--- src/rtl/matrix_input_ctrl.sv ---
// matrix_input_ctrl
//   Front end for a small matrix store. A session is opened by `start`. The
//   block then takes a row-count byte and a column-count byte from the serial
//   receiver, validates both (1..MAX_DIM), opens storage with a one-cycle
//   `wen`, and forwards m*n element bytes as `elem_valid`/`elem_in` strobes.
//   The session ends when storage answers with `input_done`.
//
//   Optional feature (macro MATRIX_INPUT_PAD_EN): if no byte arrives for
//   TIMEOUT_CYCLES cycles while elements are still outstanding, the rest of
//   the matrix is filled with zero elements on consecutive cycles. Without the
//   macro, the block waits indefinitely for all m*n bytes.
//
// Ports
//   clk        in   rising-edge clock
//   rst_n      in   asynchronous active-low reset
//   start      in   one-cycle session request (honoured only when idle)
//   rx_data    in   received byte
//   rx_valid   in   one-cycle strobe qualifying rx_data
//   input_done in   storage pulse: last element written
//   wen        out  one-cycle storage write-open pulse
//   m, n       out  latched row / column counts
//   elem_in    out  element to storage (holds when elem_valid is low)
//   elem_valid out  one-cycle strobe qualifying elem_in
//   busy       out  high whenever a session is in progress
//   done       out  one-cycle pulse on session completion
//   err_dim    out  one-cycle pulse on an illegal dimension
module matrix_input_ctrl #(
  parameter int unsigned MAX_DIM        = 5,
  parameter int unsigned ELEM_WIDTH     = 8,
  parameter int unsigned TIMEOUT_CYCLES = 50000000
) (
  input  logic                  clk,
  input  logic                  rst_n,
  input  logic                  start,
  input  logic [7:0]            rx_data,
  input  logic                  rx_valid,
  input  logic                  input_done,
  output logic                  wen,
  output logic [3:0]            m,
  output logic [3:0]            n,
  output logic [ELEM_WIDTH-1:0] elem_in,
  output logic                  elem_valid,
  output logic                  busy,
  output logic                  done,
  output logic                  err_dim
);

`ifdef MATRIX_INPUT_PAD_EN
  typedef enum logic [2:0] {
    IDLE, GET_M, GET_N, OPEN, DATA, PAD, WAIT_DONE
  } state_e;

  localparam int unsigned IDLE_W = (TIMEOUT_CYCLES < 2) ? 1 : $clog2(TIMEOUT_CYCLES + 1);
  localparam logic [IDLE_W-1:0] IDLE_MAX = IDLE_W'(TIMEOUT_CYCLES);

  logic [IDLE_W-1:0] idle_q, idle_d;
`else
  typedef enum logic [2:0] {
    IDLE, GET_M, GET_N, OPEN, DATA, WAIT_DONE
  } state_e;
`endif

  localparam logic [3:0] MAX_D = 4'(MAX_DIM);

  state_e                state_q, state_d;
  logic [3:0]            m_q, m_d;
  logic [3:0]            n_q, n_d;
  logic [4:0]            cnt_q, cnt_d;
  logic [ELEM_WIDTH-1:0] elem_q, elem_d;
  logic                  wen_q, wen_d;
  logic                  ev_q, ev_d;
  logic                  busy_q, busy_d;
  logic                  done_q, done_d;
  logic                  err_q, err_d;
  logic [4:0]            mn;

  // Operands widened before multiplying so 5x5 yields 25, not a 4-bit wrap.
  assign mn = {1'b0, m_q} * {1'b0, n_q};

  function automatic logic dim_ok(input logic [3:0] d);
    return (d != 4'd0) && (d <= MAX_D);
  endfunction

  always_comb begin
    state_d = state_q;
    m_d     = m_q;
    n_d     = n_q;
    cnt_d   = cnt_q;
    elem_d  = elem_q;
    wen_d   = 1'b0;
    ev_d    = 1'b0;
    done_d  = 1'b0;
    err_d   = 1'b0;
`ifdef MATRIX_INPUT_PAD_EN
    idle_d  = idle_q;
`endif

    unique case (state_q)
      IDLE: begin
        if (start) begin
          state_d = GET_M;
          cnt_d   = '0;
        end
      end

      GET_M: begin
        if (rx_valid) begin
          m_d     = rx_data[3:0];
          state_d = GET_N;
        end
      end

      GET_N: begin
        if (rx_valid) begin
          n_d = rx_data[3:0];
          if (dim_ok(m_q) && dim_ok(rx_data[3:0])) begin
            state_d = OPEN;
            wen_d   = 1'b1;
          end else begin
            state_d = IDLE;
            err_d   = 1'b1;
          end
        end
      end

      // A byte landing here is captured straight into the element register,
      // so it appears on the first DATA cycle, after wen has already dropped.
      OPEN: begin
        state_d = DATA;
        cnt_d   = '0;
`ifdef MATRIX_INPUT_PAD_EN
        idle_d  = '0;
`endif
        if (rx_valid) begin
          elem_d = ELEM_WIDTH'(rx_data);
          ev_d   = 1'b1;
          cnt_d  = 5'd1;
        end
      end

      // The count==mn test covers the case where the OPEN-cycle byte alone
      // completed a 1x1 matrix.
      DATA: begin
        if (cnt_q == mn) begin
          state_d = WAIT_DONE;
        end else if (rx_valid) begin
          elem_d = ELEM_WIDTH'(rx_data);
          ev_d   = 1'b1;
          cnt_d  = cnt_q + 5'd1;
`ifdef MATRIX_INPUT_PAD_EN
          idle_d = '0;
`endif
          if (cnt_d == mn) state_d = WAIT_DONE;
        end
`ifdef MATRIX_INPUT_PAD_EN
        else if (idle_q == IDLE_MAX) begin
          state_d = PAD;
        end else begin
          idle_d = idle_q + 1'b1;
        end
`endif
      end

`ifdef MATRIX_INPUT_PAD_EN
      PAD: begin
        if (cnt_q == mn) begin
          state_d = WAIT_DONE;
        end else begin
          elem_d = '0;
          ev_d   = 1'b1;
          cnt_d  = cnt_q + 5'd1;
          if (cnt_d == mn) state_d = WAIT_DONE;
        end
      end
`endif

      WAIT_DONE: begin
        if (input_done) begin
          done_d  = 1'b1;
          state_d = IDLE;
        end
      end

      default: state_d = IDLE;
    endcase

    busy_d = (state_d != IDLE);
  end

  always_ff @(posedge clk or negedge rst_n) begin
    if (!rst_n) begin
      state_q <= IDLE;
      m_q     <= '0;
      n_q     <= '0;
      cnt_q   <= '0;
      elem_q  <= '0;
      wen_q   <= 1'b0;
      ev_q    <= 1'b0;
      busy_q  <= 1'b0;
      done_q  <= 1'b0;
      err_q   <= 1'b0;
`ifdef MATRIX_INPUT_PAD_EN
      idle_q  <= '0;
`endif
    end else begin
      state_q <= state_d;
      m_q     <= m_d;
      n_q     <= n_d;
      cnt_q   <= cnt_d;
      elem_q  <= elem_d;
      wen_q   <= wen_d;
      ev_q    <= ev_d;
      busy_q  <= busy_d;
      done_q  <= done_d;
      err_q   <= err_d;
`ifdef MATRIX_INPUT_PAD_EN
      idle_q  <= idle_d;
`endif
    end
  end

  assign wen        = wen_q;
  assign m          = m_q;
  assign n          = n_q;
  assign elem_in    = elem_q;
  assign elem_valid = ev_q;
  assign busy       = busy_q;
  assign done       = done_q;
  assign err_dim    = err_q;

endmodule

--- config.mk ---
export PLATFORM = sky130hd
export DESIGN_NAME = matrix_input_ctrl
export DESIGN_NICKNAME = d
export VERILOG_FILES = /design/src/rtl/matrix_input_ctrl.sv
export SDC_FILE = /design/constraint.sdc
export NUM_CORES = 1
export LEC_CHECK = 0
export ABC_AREA = 1
export CAP_MARGIN = 20
export CELL_PAD_IN_SITES_DETAIL_PLACEMENT = 1
export CELL_PAD_IN_SITES_GLOBAL_PLACEMENT = 2
export CORE_ASPECT_RATIO = 0.5
export CORE_MARGIN = 4
export CORE_UTILIZATION = 30
export CTS_CLUSTER_SIZE = 10
export DETAILED_ROUTE_END_ITERATION = 16
export PLACE_DENSITY = 0.83
export SLEW_MARGIN = 40
export SYNTH_ARGS = -nofsm -noshare
export SYNTH_HDL_FRONTEND = slang
export SYNTH_SLANG_ARGS = --single-unit
--- constraint.sdc ---
create_clock -name clk -period 3.9 [get_ports clk]
set_input_delay 0.78 -clock clk [delete_from_list [all_inputs] [get_ports clk]]
set_output_delay 0.78 -clock clk [all_outputs]
set_load 0.05 [all_outputs]
# Word-level counts from Yosys, hierarchy flattened
# Cells that the tools add are included.
[word_totals]
register_bits = 29
inputBits = 13
out_inout_bits = 21
[op_classes]
addsub = 1
n_mul = 1
order_cmp = 2
eq_ne = 10
muxes = 28
n_reduce_logical = 13
[ops]
columns = ["cell", "n"]
rows = [
  ["2-to-1 mux 3 bit", 7],
  ["case mux 3 bit (6 select lines)", 1],
  ["2-to-1 mux 8 bit", 2],
  ["case mux 8 bit (2 select lines)", 1],
  ["2-to-1 mux 5 bit", 3],
  ["case mux 5 bit (3 select lines)", 1],
  ["2-to-1 mux 1 bit", 11],
  ["== test 5 bit", 2],
  ["less-or-equal comparator 4 x 3 -> 1 bit, second input constant", 2],
  ["nonzero test 4 bit", 2],
  ["== test 3 x 2 -> 1 bit, second input constant", 2],
  ["== test 3 bit, second input constant", 2],
  ["!= test 2 bit, second input constant", 3],
  ["AND reduction 2 bit", 3],
  ["nonzero test 3 bit", 2],
  ["adder 5 x 1 -> 5 bit, second input constant", 1],
  ["multiplier 4 x 4 -> 5 bit", 1],
  ["AND reduction 4 bit", 1],
  ["== test 3 x 1 -> 1 bit, second input constant", 1],
  ["logical AND 1 bit", 3],
  ["zero test 3 bit", 1],
  ["2-to-1 mux 2 bit", 1],
  ["case mux 1 bit (2 select lines)", 1],
  ["nonzero test 2 bit", 1],
]

# Longest topological paths before layout
# Gate-level depths: netlist of the first run.
[logic_depth]
ltp_word = 7
depth_mapped = 18
mapped_depth_nobuf = 18

# Worst setup path before layout of the first run
# No wires, ideal clock.
[synth_timing]
path_type = "reg2reg"
startpoint = "reg m_q[1], in the netlist m[1]"
endpoint = "reg elem_q[0], in the netlist elem_in[0]"
setup_ns = 0.120
t_arrival_ns = 3.230
t_required_ns = 3.780
setup_slack_ns = 0.550
stages_incl_launch_ff = 11
path_buffers = 0
period_less_slack_ns = 3.350
path_cell_list = "dfrtp_1 > nand2_1 > fa_1 > fa_1 > fa_1 > xor2_1 > nand2_1 > nor2_4 > nand3_2 > nand3_1 > nand2_1"
[synth_between]
elab_chain_cells = 4
[synth_lines]
columns = ["item", "line", "rtl"]
rows = [
  ["from (decl)", "66", "logic [3:0] m_q, m_d;"],
  ["from (signal assigned)", "207", "m_q <= m_d;"],
  ["multiplier 4 x 4 -> 5 bit", "78", "assign mn = {1'b0, m_q} * {1'b0, n_q};"],
  ["== test 5 bit", "144", "if (cnt_q == mn) begin"],
  ["!= test 2 bit (no source line)", "-", ""],
  ["AND reduction 2 bit (no source line)", "-", ""],
  ["to (signal assigned)", "210", "elem_q <= elem_d;"],
  ["to (decl)", "69", "logic [ELEM_WIDTH-1:0] elem_q, elem_d;"],
]
# Every way passes these cells.
# A chain may end at the register's enable or synchronous reset.

# Final worst setup path of the first run
[layout_timing]
startpoint = "reg m_q[0], in the netlist m[0]"
endpoint = "reg elem_q[6], in the netlist elem_in[6]"
# Same word-level chain as after synthesis.

==> results of run 1 <==
## worst max-delay path, cell delays in order, from the launching register on
cell and delay, ns:
dfrtp_1 0.49, nand2_1 0.13, fa_1 0.52, fa_1 0.52
fa_1 0.49, nand2_1 0.11, inv_1 0.04, nor2_1 0.11
nand3_1 0.16, nand3_2 0.14, nand3_4 0.08, nand2_4 0.12
nand3_2 0.17, nand3_1 0.12, nand2_1 0.06
## worst paths after layout
kind                                          end  slack [ns]                 start  cells after the start
setup / recovery           elem_in[6]$_DFFE_PN0P_        0.52      m[0]$_DFFE_PN0P_                     14
hold / removal                     done$_DFF_PN0_        0.47  state_q[1]$_DFF_PN0_                      1
setup reg to reg           elem_in[6]$_DFFE_PN0P_        0.52      m[0]$_DFFE_PN0P_                     14
min in group asynchronous  elem_in[4]$_DFFE_PN0P_        0.91                 rst_n                      2
max in group asynchronous    cnt_q[4]$_DFFE_PN0P_        2.70                 rst_n                      2
hold reg to reg                    done$_DFF_PN0_        0.47  state_q[1]$_DFF_PN0_                      1
## registers in the layout, summed over array words and instances, names as in the netlist
name,count
elem_in,8
cnt_q,5
m,4
n,4
state_q,3
busy,1
done,1
elem_valid,1
err_dim,1
wen,1
## power groups by stage
stage / registers (mW) / clock network [mW] / logic [mW]
after floorplan: 0.775 / 0 / 0.618
after global placement: 0.505 / 0 / 1.23
after detailed placement: 0.511 / 0 / 1.27
after CTS: 0.509 / 0.381 / 1.27
after global routing: 0.526 / 0.396 / 1.37
final: 0.508 / 0.369 / 1.26
## routing by layer
| metal | up-vias | routed length, um | GRT usage |
|---|---|---|---|
| li1 | 802 | - | - |
| met1 | 795 | 2520 | 0.187 |
| met2 | 20 | 2400 | 0.247 |
| met3 | 4 | 116 | 0.0280 |
| met4 | 0 | 28 | 0.0307 |
| met5 | - | 0 | 0 |
## kinds of logic after synthesis
family | share of synthesized area
AO/OA/AOI/OAI | 0.0421
XOR/XNOR | 0.0435
adder cells (fa/ha/maj) | 0.0676
AND/OR/NAND/NOR | 0.378
flip-flops | 0.400
buffers and inverters | 0.0690
## final cells by class
cell class                      instances  area (sq um)
Fill cell                             675          3270
Clock buffer                            7           143
Tap cell                               73          91.3
Multi-Input combinational cell        160           963
Timing Repair Buffer                   35           345
Inverter                               32           120
Sequential cell                        29           726
## Yosys cell counts, drive strengths merged
cell	count
a21oi	2
a22oi	1
buf	1
clkinv	1
dfrtp	29
fa	3
ha	5
inv	31
nand2	65
nand3	37
nand3b	2
nand4	12
nor2	12
nor3	2
nor4	1
o21ai	9
xnor2	3
xor2	6
## stage by stage
| stage | hold WS (ns) | utilization |
|---|---|---|
| 5_1_grt | 0.495 | 0.422 |
| 6_report | 0.466 | 0.422 |
| 3_5_place_dp | 0.457 | 0.397 |
| 3_3_place_gp | 0.440 | 0.397 |
| 2_1_floorplan | 0.429 | - |
| 4_1_cts | 0.466 | 0.422 |
==> flow_metrics.env, run 1 <==
export IMPL_gr_usage_all_layers=0.143
export IMPL_route_detailed_drc=0
export IMPL_synth_top_cell_area_share=0.400
export IMPL_rsz0062_at_grt="no"
export IMPL_arrival_ns=3.54
export IMPL_fin_nets=284
export IMPL_core_area_sq_um=5660
export IMPL_syn_area_sq_um=1810
export IMPL_ctsRootBufferMaster="clkbuf_16"
export IMPL_drtIter0Drc=55
export IMPL_p_sw_frac=0.507
export IMPL_rows=19
export IMPL_power_mw=2.14
export IMPL_clk_latency_ns=0.27
export IMPL_finalSetupTns_ns=0
export IMPL_fmax_ghz=0.295
export IMPL_period_needed_ns=3.38
export IMPL_ys_seq_area_frac=0.400
export IMPL_syn_avg_cell_area_sq_um=8.17
export IMPL_grt_pass1_wl_um=8620
export IMPL_pre_cts_ws_ns=0.494
export IMPL_p_clk_frac=0.173
export IMPL_finalWorstSetupSlack_ns=0.515
export IMPL_crit_type="flop to flop"
export IMPL_numCtsBuffers=5
export IMPL_seq_power_share=0.238
export IMPL_io_buffer_count=33
export IMPL_finalHoldViolCount=0
export IMPL_cts_tree="done"
export IMPL_crit_required_ns=4.06
export IMPL_cts_resized=0
export IMPL_grt_max_degree=30
export IMPL_max_slew_margin=0.653
export IMPL_comb_power_share=0.589
export IMPL_synth_top_area_cell="dfrtp_1"
export IMPL_cts_setup_buffers=0
export IMPL_die_w_um=118
export IMPL_netlist_instances=222
export IMPL_fin_cells=336
export IMPL_die_h_um=63.0
export IMPL_final_cell_mix="nand2_1 (59), clkdlybuf4s50_1 (33), nand3_1 (30)"
export IMPL_yosysWarnings=0
export IMPL_initial_core_util=0.321
export IMPL_syn_to_final_growth_pct=31.7
export IMPL_peakVddDrop_v=0.000340
export IMPL_synth_seq_cells=29
export IMPL_period_share=0.868
export IMPL_clock_sinks=29
export IMPL_hold_buffers=0
export IMPL_overflow=0
export IMPL_hold_class="flop to flop"
export IMPL_die_area_sq_um=7430
export IMPL_post_drt_wl_per_cell_um=15.1
export IMPL_maxCapViolations=0
export IMPL_antenna_cells=0
export IMPL_final_layout_size_suffix_gt1_frac=0.118
export IMPL_vias=1621
export IMPL_p_int_mw=1.05
export IMPL_dr_pass1_iters=4
export IMPL_leakagePower_nw=1.19
export IMPL_endpoint_kind="flop"
export IMPL_grt_pass1_vias=1773
export IMPL_critPathMaxFanout=8
export IMPL_post_drt_via_cell_ratio=4.82
export IMPL_final_common_cell="nand2_1"
export IMPL_clock_skew_ns=0.00541
export IMPL_synthesis_nets=243
export IMPL_place_area_sq_um=2250
export IMPL_outcome="complete, no violations"
export IMPL_critPathLaunchType="flop"
export IMPL_powerDensity_nw_per_um2=894
export IMPL_worst_pin_slew_ns=0.518
export IMPL_antenna_found_initial=0
export IMPL_ios=34
export IMPL_slew_viol_final=0
export IMPL_switchingPower_mw=1.08
export IMPL_clk_pin_slew_ns=0.05
export IMPL_placed_cells=329
export IMPL_ant_nets=0
export IMPL_wl_um=5070
export IMPL_htreeDepth=2
export IMPL_final_setup_viol_count=0
export IMPL_synth_area_leaders="dfrtp_1 (40%), nand2_1 (12%), nand3_1 (8.3%)"
export IMPL_finish_instance_area_sq_um=2390
export IMPL_dp_hpwl_um=4010
export IMPL_ys_types=25
export IMPL_gp_congestion=0.772
export IMPL_clockBufferDepth=2
Note: power is estimated with default switching activity, not from simulation.
==> run 2, diff against run 1 <==
- PLACE_DENSITY: 0.83 -> 0.81
==> run 2 against run 1 <==
Effect of this change: sequential power rose by 0.8%; setup slack better by 0.0067 ns; register-to-register slack is essentially flat; via count rose by 0.93%; sequential cell count unchanged; global-route usage increased by 0.49 points; wire length shrank 0.93%; count of clock-buffer cells in the layout did not move; hold slack worse by 0.0098 ns; non-clock buffer count down 1; critical endpoint is now elem_in[0]$_DFFE_PN0P_; highest routed layer unchanged.
==> flow_metrics.env, run 2 (synthesis gave the netlist of run 1 again) <==
export IMPL_outcome="complete, no violations"
export IMPL_die_h_um=63.0
export IMPL_grt_pass1_vias=1697
export IMPL_clock_sinks=29
export IMPL_finalSetupTns_ns=0
export IMPL_slew_viol_final=0
export IMPL_antenna_cells=0
export IMPL_cts_resized=0
export IMPL_power_mw=2.13
export IMPL_met1_length_um=2580
export IMPL_final_cell_mix="nand2_1 (59), clkdlybuf4s50_1 (33), nand3_1 (30)"
export IMPL_pre_cts_ws_ns=0.494
export IMPL_period_share=0.866
export IMPL_final_common_cell="nand2_1"
export IMPL_grt_pass1_wl_um=8870
export IMPL_initial_core_util=0.321
export IMPL_peakVddDrop_v=0.000372
export IMPL_syn_to_final_growth_pct=31.2
export IMPL_period_needed_ns=3.38
export IMPL_maxCapViolations=0
export IMPL_vias=1636
export IMPL_antenna_found_initial=0
export IMPL_final_layout_size_suffix_gt1_frac=0.115
export IMPL_cts_tree="done"
export IMPL_met2_length_um=2240
export IMPL_htreeDepth=2
export IMPL_ant_nets=0
export IMPL_rsz0062_at_grt="no"
export IMPL_gr_usage_all_layers=0.148
export IMPL_ios=34
export IMPL_arrival_ns=3.54
export IMPL_place_area_sq_um=2240
export IMPL_finalWorstSetupSlack_ns=0.522
export IMPL_critPathMaxFanout=8
export IMPL_fin_nets=283
export IMPL_final_setup_viol_count=0
export IMPL_wl_um=5030
export IMPL_top_layer="met4"
export IMPL_cts_setup_buffers=0
export IMPL_ctsRootBufferMaster="clkbuf_16"
export IMPL_numCtsBuffers=5
export IMPL_hold_buffers=0
export IMPL_rows=19
export IMPL_clk_latency_ns=0.27
export IMPL_die_w_um=118
export IMPL_wl_met3_um=151
export IMPL_worst_pin_slew_ns=0.517
export IMPL_n_fill_cell=683
export IMPL_leakagePower_nw=1.19
export IMPL_dr_pass1_iters=4
export IMPL_clk_pin_slew_ns=0.05
export IMPL_clockBufferDepth=2
export IMPL_finish_instance_area_sq_um=2380
export IMPL_max_slew_margin=0.654
export IMPL_clock_skew_ns=0.00383
export IMPL_crit_type="flop to flop"
export IMPL_hold_class="flop to flop"
export IMPL_gp_congestion=0.766
export IMPL_io_buffer_count=33
export IMPL_largest_register_ffs=8
export IMPL_overflow=0
export IMPL_crit_required_ns=4.06
export IMPL_finalHoldViolCount=0
export IMPL_dp_hpwl_um=3960
export IMPL_endpoint_kind="flop"
export IMPL_fmax_ghz=0.296
export IMPL_die_area_sq_um=7430
export IMPL_drtIter0Drc=33
export IMPL_route_detailed_drc=0
export IMPL_grt_max_degree=30
export IMPL_post_drt_wl_per_cell_um=15.0
export IMPL_post_drt_via_cell_ratio=4.88
export IMPL_core_area_sq_um=5660
export IMPL_powerDensity_nw_per_um2=896
export IMPL_finalCoreUtilization=0.421
export IMPL_critPathLaunchType="flop"
-- run 2: changes by cell type in the layout (fill, tap and decap cells not counted), sizes merged --
cell	delta
buf	-1
-- run 2: final cells by class --
class / count / area [sq um] / share of cell area
inverter: 32 / 120 / 0.0504
multi-input combinational: 160 / 963 / 0.405
timing repair buffer: 34 / 338 / 0.142
tap: 73 / 91.3 / 0.0384
sequential: 29 / 726 / 0.305
clock buffer: 7 / 143 / 0.0599
-- run 2: final timing paths --
check / start / endpoint / slack [ns] / cells after the start
max in group asynchronous: rst_n / cnt_q[0]$_DFFE_PN0P_ / 2.72 / 2
max: m[0]$_DFFE_PN0P_ / elem_in[0]$_DFFE_PN0P_ / 0.52 / 14
min: state_q[1]$_DFF_PN0_ / done$_DFF_PN0_ / 0.46 / 1
max reg2reg: m[0]$_DFFE_PN0P_ / elem_in[0]$_DFFE_PN0P_ / 0.52 / 14
min reg2reg: state_q[1]$_DFF_PN0_ / done$_DFF_PN0_ / 0.46 / 1
min in group asynchronous: rst_n / elem_in[5]$_DFFE_PN0P_ / 0.90 / 2
-- run 2: power breakdown --
group / switching (mW) / leakage, nW / internal [mW] / total (mW)
clock: 0.126 / 0.0700 / 0.250 / 0.375
combinational: 0.848 / 0.738 / 0.397 / 1.25
sequential: 0.111 / 0.379 / 0.401 / 0.512
-- run 2: routing by layer --
layer	vias to the layer above	GRT usage
li1	806	-
met5	-	0
met3	8	0.0316
met4	0	0.0394
met2	22	0.234
met1	800	0.206
-- run 2: worst max-delay path, cell delays in order, from the launching register on --
cell	delay, ns
dfrtp_1	0.46
nand2_1	0.12
fa_1	0.52
fa_1	0.53
fa_1	0.49
nand2_1	0.11
inv_1	0.05
nor2_1	0.12
nand3_1	0.14
nand3_1	0.14
nand3_2	0.10
nand2_4	0.12
nand3_2	0.18
nand3_1	0.13
nand2_1	0.06
-- run 2: through the flow --
stage / instances / hold slack (ns)
after global placement: 328 / 0.439
after CTS: 335 / 0.455
final: 335 / 0.456
after floorplan: 222 / 0.429
after detailed placement: 328 / 0.445
after global routing: 335 / 0.473
